**src/rtl/cnn_res_pkg.sv**
```systemverilog
// Shared constants for the CNN result write-back unit: arbitration modes and word byte size.
package cnn_res_pkg;

  localparam logic [1:0] RES_MODE_SINGLE = 2'd0;
  localparam logic [1:0] RES_MODE_ROTATE = 2'd1;
  localparam logic [1:0] RES_MODE_RR     = 2'd2;

  function automatic int BYTES(input int dw);
    return dw / 8;
  endfunction

endpackage

```
**src/rtl/cnn_res_fifo.sv**
```systemverilog
// Per-channel result FIFO; head/tail pointers carry an extra wrap bit to tell full from empty.
module cnn_res_fifo #(
  parameter int DW    = 32,
  parameter int DEPTH = 4
) (
  input  logic          clk,
  input  logic          rst,
  input  logic          flush,
  input  logic          push,
  input  logic [DW-1:0] wdata,
  input  logic          pop,
  output logic [DW-1:0] rdata,
  output logic          full,
  output logic          empty
);

  localparam int PW = $clog2(DEPTH);

  logic [PW:0]   wp, rp;
  logic [DW-1:0] mem [DEPTH];

  always_ff @(posedge clk) begin
    if (!rst) begin
      wp <= '0;
      rp <= '0;
    end else if (flush) begin
      wp <= '0;
      rp <= '0;
    end else begin
      if (push) wp <= wp + 1'b1;
      if (pop)  rp <= rp + 1'b1;
    end
  end

  always_ff @(posedge clk) begin
    if (push && !flush) mem[wp[PW-1:0]] <= wdata;
  end

  assign rdata = mem[rp[PW-1:0]];
  assign full  = (wp[PW-1:0] == rp[PW-1:0]) && (wp[PW] != rp[PW]);
  assign empty = (wp == rp);

endmodule

```
**src/rtl/cnn_res_writer.sv**
```systemverilog
// Result write-back: CH channel FIFOs drained through one registered memory write port.
// Optional ReLU clamp on push selected by CNN_RES_RELU_EN.
module cnn_res_writer
  import cnn_res_pkg::*;
#(
  parameter int CH    = 4,
  parameter int DW    = 32,
  parameter int AW    = 32,
  parameter int DEPTH = 4,
  localparam int CW   = (CH > 1) ? $clog2(CH) : 1
) (
  input  logic           clk,
  input  logic           rst,
  input  logic           flush,
  input  logic           start,
  input  logic [1:0]     mode,
  input  logic           cfg_valid,
  input  logic [CW-1:0]  cfg_ch,
  input  logic [AW-1:0]  cfg_addr,
  input  logic [CH-1:0]  in_valid,
  input  logic [CH*DW-1:0] in_data,
  output logic           in_stall,
  output logic           wr_valid,
  input  logic           wr_ready,
  output logic [AW-1:0]  wr_addr,
  output logic [DW-1:0]  wr_data,
  output logic [CW-1:0]  wr_ch,
  output logic           empty
);

  logic [CH-1:0] f_full, f_empty, push, pop;
  logic [DW-1:0] f_rdata [CH];
  logic [AW-1:0] addr [CH];
  logic [CW-1:0] p, sel;
  logic          sel_ok, load;

  for (genvar i = 0; i < CH; i++) begin : g_ch
    logic [DW-1:0] d;
`ifdef CNN_RES_RELU_EN
    assign d = in_data[i*DW+DW-1] ? '0 : in_data[i*DW +: DW];
`else
    assign d = in_data[i*DW +: DW];
`endif
    // A single full FIFO blocks every channel so the producer can hold its whole vector.
    assign push[i] = in_valid[i] & ~in_stall & ~flush;
    assign pop[i]  = load && (sel == CW'(i));

    cnn_res_fifo #(.DW(DW), .DEPTH(DEPTH)) u_fifo (
      .clk   (clk),
      .rst   (rst),
      .flush (flush),
      .push  (push[i]),
      .wdata (d),
      .pop   (pop[i]),
      .rdata (f_rdata[i]),
      .full  (f_full[i]),
      .empty (f_empty[i])
    );
  end

  assign in_stall = |f_full;
  assign empty    = (&f_empty) & ~wr_valid;

  always_comb begin
    sel    = '0;
    sel_ok = 1'b0;
    case (mode)
      RES_MODE_SINGLE: sel_ok = ~f_empty[0];
      RES_MODE_ROTATE: begin
        sel    = p;
        sel_ok = ~f_empty[p];
      end
      default: begin
        for (int j = 0; j < CH; j++) begin
          if (!sel_ok && !f_empty[(int'(p) + j) % CH]) begin
            sel    = CW'((int'(p) + j) % CH);
            sel_ok = 1'b1;
          end
        end
      end
    endcase
  end

  assign load = (~wr_valid | wr_ready) & sel_ok & ~flush;

  always_ff @(posedge clk) begin
    if (!rst || flush) begin
      wr_valid <= 1'b0;
      wr_addr  <= '0;
      wr_data  <= '0;
      wr_ch    <= '0;
      p        <= '0;
    end else begin
      if (load) begin
        wr_valid <= 1'b1;
        wr_addr  <= addr[sel];
        wr_data  <= f_rdata[sel];
        wr_ch    <= sel;
      end else if (wr_ready) begin
        wr_valid <= 1'b0;
      end
      if (start) p <= '0;
      else if (load && mode != RES_MODE_SINGLE)
        p <= (sel == CW'(CH - 1)) ? '0 : sel + CW'(1);
    end
  end

  // Base addresses survive flush; a same-cycle cfg write overrides the pop increment.
  always_ff @(posedge clk) begin
    if (!rst) begin
      for (int i = 0; i < CH; i++) addr[i] <= '0;
    end else begin
      for (int i = 0; i < CH; i++) begin
        if (cfg_valid && cfg_ch == CW'(i)) addr[i] <= cfg_addr;
        else if (pop[i])                   addr[i] <= addr[i] + AW'(BYTES(DW));
      end
    end
  end

endmodule

```
**config.mk**
```make
export PLATFORM = sky130hd
export DESIGN_NAME = cnn_res_writer
export DESIGN_NICKNAME = d
export VERILOG_FILES = /design/src/rtl/cnn_res_pkg.sv /design/src/rtl/cnn_res_fifo.sv /design/src/rtl/cnn_res_writer.sv
export SDC_FILE = /design/constraint.sdc
export NUM_CORES = 1
export LEC_CHECK = 0
export CORE_ASPECT_RATIO = 1.5
export CORE_UTILIZATION = 40
export CTS_BUF_LIST = sky130_fd_sc_hd__clkbuf_8
export DETAILED_ROUTE_END_ITERATION = 6
export GPL_TIMING_DRIVEN = 0
export PLACE_DENSITY = 0.56
export SLEW_MARGIN = 20
export SYNTH_ARGS = -nofsm -noshare
export SYNTH_HDL_FRONTEND = slang
export SYNTH_HIERARCHICAL = 1
export SYNTH_SLANG_ARGS = --single-unit
```
**constraint.sdc**
```tcl
create_clock -name clk -period 8.01 [get_ports clk]
set_input_delay 1.602 -clock clk [delete_from_list [all_inputs] [get_ports clk]]
set_output_delay 1.602 -clock clk [all_outputs]
set_load 0.02 [all_outputs]
```
# After elaboration in Yosys (flattened, before gate mapping)
# Memories as Yosys holds them, arrays and structs flattened. A register that Yosys moved wholly into a read port is not among the register bits.
# Index checks and enable logic that the tools add are counted.
[op_classes]
order_cmp = 6
div = 0
n_eq_ne = 19
reduce_logical = 42
mul = 0
mux = 84
bitwise = 30
addsub = 16
shift = 0
[op_table]
columns = ["operator", "n"]
rows = [
  ["$mux W32", 10],
  ["$add A32 B3 Y32 const B", 4],
  ["$bmux W32 S2", 1],
  ["$mux W1", 54],
  ["$mux W2", 13],
  ["$add A3 B1 Y3 const B", 8],
  ["$logic_and A1 B1 Y1", 20],
  ["$eq A3 B3 Y1", 4],
  ["$lt A3 B4 Y1 const B", 3],
  ["$reduce_or A2 Y1", 6],
  ["$and A1 B1 Y1", 11],
  ["$or A1 B1 Y1", 9],
  ["$bmux W1 S2", 4],
  ["$eq A2 B2 Y1", 4],
  ["$eq A2 B2 Y1 const B", 4],
  ["$logic_not A1 Y1", 8],
  ["$eq A2 B1 Y1 const B", 3],
  ["$logic_not A2 Y1", 3],
  ["$lt A2 B3 Y1 const B", 2],
  ["$not A1 Y1", 6],
  ["$add A2 B1 Y2 const B", 2],
  ["$add A2 B2 Y2 const B", 2],
  ["$ne A1 B1 Y1", 4],
  ["$pmux W2 S2", 1],
  ["other kinds (8)", 11],
]
[word_totals]
mem_bits_ro = 0
ff_bits = 61
out_inout_bits = 69
ram_bits = 640
input_bits = 174
wordCells = 214
latch_bits = 0
mem_count = 5
[mem_list]
columns = ["name", "words", "width", "read_ports", "rd_ports_with_merged_regs", "write_ports", "line_no", "text"]
rows = [
  ["addr", 4, 32, 5, 1, 4, "cnn_res_writer.sv:33", "logic [AW-1:0] addr [CH];"],
  ["g_ch[0].u_fifo.mem", 4, 32, 1, 1, 1, "cnn_res_fifo.sv:20", "logic [DW-1:0] mem [DEPTH];"],
  ["g_ch[1].u_fifo.mem", 4, 32, 1, 1, 1, "cnn_res_fifo.sv:20", ""],
  ["g_ch[2].u_fifo.mem", 4, 32, 1, 1, 1, "cnn_res_fifo.sv:20", ""],
  ["g_ch[3].u_fifo.mem", 4, 32, 1, 1, 1, "cnn_res_fifo.sv:20", ""],
]

# Logic depth before layout (Yosys ltp)
[logic_depth]
depth_word = 26
mapped_depth = 12
ltp_nobuf = 9

# Cells and area by module
# The synthesis kept the hierarchy.
[by_module_without_submodules]
columns = ["mod", "area_each_um2", "n_inst", "cells_per_inst"]
rows = [
  ["cnn_res_fifo at g_ch[0].u_fifo ...", 5071.1, 3, 210],
  ["cnn_res_writer", 12358.1, 1, 1447],
  ["cnn_res_fifo at g_ch[3].u_fifo", 5066.1, 1, 208],
]

# Worst setup path before layout
# Ideal clock, no wire load.
[synth_timing]
kind = "input to register"
start = "in mode[1]"
end = "mem addr[1][10] (enable)"
cell_stages = 10
arrival_ps = 4081
path_slack_ps = 3540
path_buffers = 5
setup_ps = 388
path_cell_list = "buf_2 > o211ai_1 > a21o_1 > and2_1 > buf_2 > buf_2 > buf_1 > buf_2 > nor3_1 > or2_1"
[synth_rtl]
columns = ["element", "line_no", "text"]
rows = [
  ["from (decl)", "cnn_res_writer.sv:16", "input logic [1:0] mode,"],
  ["to (decl)", "cnn_res_writer.sv:33", ""],
]

# Worst setup path in the final report
[layout_timing]
start = "reg g_ch[2].u_fifo.wp[0]"
end = "out empty"
[layout_between]
elab_chain_len = 3
[layout_lines]
columns = ["element", "line_no", "text"]
rows = [
  ["from (decl)", "cnn_res_fifo.sv:19", "logic [PW:0] wp, rp;"],
  ["from (signal assigned)", "cnn_res_fifo.sv:30", "if (push) wp <= wp + 1'b1;"],
  ["$eq A3 B3 Y1", "cnn_res_fifo.sv:41", "assign empty = (wp == rp);"],
  ["named net f_empty[2]", "cnn_res_writer.sv:31", "logic [CH-1:0] f_full, f_empty, push, pop;"],
  ["$reduce_and A4 Y1", "cnn_res_writer.sv:62", "assign empty = (&f_empty) & ~wr_valid;"],
  ["$and A1 B1 Y1", "cnn_res_writer.sv:62", ""],
  ["to (decl)", "cnn_res_writer.sv:28", "output logic empty"],
]
# The timed path passes the listed nets, and every way through them passes these cells.

==> results.sh <==
export IMPL_status="finished clean"
export IMPL_area_delta_synth_final_pct=19.6
export IMPL_pwr_share_seq_pct=53.1
export IMPL_nFillCells=7076
export IMPL_vias_per_cell=5.70
export IMPL_synth_fp_nets=2483
export IMPL_clock_skew_ns=0.0353
export IMPL_met2_usage_pct=43.3
export IMPL_synth_most_common_cell="edfxtp_1"
export IMPL_num_nets_final=2852
export IMPL_dp_slack_ns=2.37
export IMPL_use_met1_pct=28.2
export IMPL_grt_pass1_wl_mm=148
export IMPL_power_density_nw_per_um2=210
export IMPL_cap_violations=0
export IMPL_min_path_type="register to register"
export IMPL_synth_area_um2=32600
export IMPL_multi_input_area_um2=10500
export IMPL_die_w_um=235
export IMPL_cts_resized=0
export IMPL_gr_usage_all_layers_pct=24.9
export IMPL_via_count=21600
export IMPL_worst_pin_slew_ns=1.23
export IMPL_worst_skew_pair_late_latency_ns=0.78
export IMPL_antenna_found_initial=20
export IMPL_dp_hpwl_mm=75.8
export IMPL_drive_above_1_share_pct=15.1
export IMPL_finalCriticalPeriod_ns=5.23
export IMPL_overflow=0
export IMPL_clkPwrFrac_pct=38.4
export IMPL_wl_per_cell_um=27.4
export IMPL_grt_busiest_layer="met2"
export IMPL_total_leakage_power_nw=12.4
export IMPL_rsz0062_at_grt="false"
export IMPL_synth_flop_cell="edfxtp_1"
export IMPL_drtAntennaViolNets=0
export IMPL_crit_type="register to primary output"
export IMPL_cts_tree="done"
export IMPL_start_util_pct=40.6
export IMPL_combPwrFrac_pct=8.5
export IMPL_postSynth_asyncResetShare_pct=0
export IMPL_vdd_drop_max_v=0.000125
export IMPL_fin_total_pwr_mw=8.20
export IMPL_hold_violations=0
export IMPL_die_h_um=352
export IMPL_swShare_pct=25.1
export IMPL_drv_slew=0
export IMPL_required_ns=6.41
export IMPL_setup_viol=0
export IMPL_setup_tns_ns=0
export IMPL_ys_warn_count=6
export IMPL_ys_ff_latch=741
export IMPL_worstPathArrival_ns=3.63
export IMPL_synth_area_leaders="edfxtp_1 59%, mux4_2 8.3%, dfxtp_1 6.2%"
export IMPL_use_met3_pct=4.55
export IMPL_htreeDepth=3
export IMPL_timing_critical_path_fanout_max=6
export IMPL_slew_headroom_pct=17.6
export IMPL_switching_power_mw=2.06
export IMPL_grt_pass1_vias=22100
export IMPL_cts_sinks=741
export IMPL_clockBufferDepth=3
export IMPL_ios=243
export IMPL_remaining_drc_errors=0
export IMPL_synth_top_cell_by_area="edfxtp_1"
export IMPL_cts_made_buffers=110
export IMPL_ys_types=60
export IMPL_cts_hold_fix_buffers=0
export IMPL_cts_root_buf="clkbuf_8"
export IMPL_p_int_mw=6.14
export IMPL_syn_avg_cell_area_um2=14.3
export IMPL_cp_start_kind="register"
export IMPL_cts_setup_buffers=0
export IMPL_io_buffers=241
export IMPL_yosysTopAreaCellShare_pct=58.9
export IMPL_path_clk_slew_ns=0.06
export IMPL_initialDrtViolationCount=1813
export IMPL_routed_wirelength_mm=104
export IMPL_synthTopCellsByCount="640 x edfxtp_1, 279 x nor2_1, 166 x nand2_1"
export IMPL_clock_fmax_mhz=191
export IMPL_grt_max_degree=31
export IMPL_globalplace_congestion=0.978
export IMPL_drt_pass1_iter_count=5
export IMPL_regArea_um2=21200
export IMPL_core_area_um2=80400
export IMPL_synth_edf_count=640
export IMPL_die_area_um2=82800
export IMPL_synth_cells=2285
export IMPL_end_kind="primary output"
export IMPL_ys_seq_area_share_pct=65.1
export IMPL_post_route_period_util_pct=65.3
export IMPL_setup_slack_ns=2.78
export IMPL_fp_row_count=127
-- power groups by stage --
| stage | sequential, mW | clock, mW | combinational [mW] |
|---|---|---|---|
| after detailed placement | 4.44 | 0 | 0.688 |
| after global placement | 4.44 | 0 | 0.671 |
| final | 4.36 | 3.15 | 0.694 |
| after CTS | 4.36 | 3.22 | 0.692 |
| after floorplan | 4.42 | 0 | 0.322 |
| after global routing | 4.36 | 3.38 | 0.737 |
-- cells in the final DEF, fill, tap and decap left out, types with 34 or more instances in the layout --
cell type,synthesis,routed
a21oi_1,72,72
a31oi_1,67,67
clkbuf_1,81,81
clkbuf_8,0,122
clkdlybuf4s50_1,0,241
dfxtp_1,101,101
edfxtp_1,640,640
inv_1,21,50
mux4_2,121,121
nand2_1,166,165
nand3_1,62,62
nand4_1,34,34
nor2_1,279,276
o21ai_0,59,59
or4_1,113,113
xnor2_1,48,48
xor2_1,85,85
-- cell families after synthesis --
family	count (synthesis)	share of synthesized area, %
AND/OR/NAND/NOR	780	11.9
flip-flops	741	65.1
AO/OA/AOI/OAI	296	6.14
buffers and inverters	168	2.96
multiplexers	143	9.45
XOR/XNOR	133	3.57
adder cells (fa/ha/maj)	24	0.920
-- sequential cells by signal, summed over array words and instances (netlist names), named ones only --
register / count
wr_addr: 32
g_ch.u_fifo/rp: 12
wr_ch: 2
addr: 128
p: 2
g_ch.u_fifo/wp: 12
wr_data: 32
wr_valid: 1
g_ch.u_fifo/mem: 512
-- worst paths after layout --
check | slack (ns) | endpoint | start | depth (start not counted)
worst max-delay path | 2.78 | empty | g_ch[2].u_fifo/wp[0] | 5
worst min-delay path | 0.48 | wr_data[22] | wr_data[22] | 2
worst max register to register | 2.98 | addr[2][16] | g_ch[2].u_fifo/wp[0] | 11
worst min register to register | 0.48 | wr_data[22] | wr_data[22] | 2
-- final cells by class --
type | count | share of cell area [%]
clock inverters | 79 | 1.45
well taps | 1032 | 3.31
repair buffers | 257 | 7.19
multi-input cells | 1376 | 26.8
plain buffers | 146 | 2.26
inverters | 22 | 0.211
diodes | 6 | 0.0385
clock buffers | 122 | 4.30
flip-flops and latches | 741 | 54.4
-- metal layers --
metal	vias to the layer above	share of wire [%]	routed length, µm
met5	-	0.14	149
met2	902	50	51600
li1	9629	-	-
met1	10800	36	37700
met3	238	6.7	6920
met4	22	7.1	7320
-- worst max-delay path: stages (launching register included) --
cell,delay [ns]
dfxtp_1,0.46
xor2_1,0.13
nor3b_1,0.82
nand4_1,0.53
nor2_1,0.27
clkdlybuf4s50_1,0.64
-- stage by stage --
stage	cell area, µm²	std cells	hold slack, ns	utilization (%)
after floorplan	32600	2285	0.519	-
after global placement	36300	3558	0.472	45.2
after detailed placement	36800	3574	0.476	45.7
after CTS	39000	3775	0.485	48.5
after global routing	39000	3777	0.497	48.5
final	39000	3781	0.484	48.6
No activity file was read; power rests on OpenSTA's default activity.
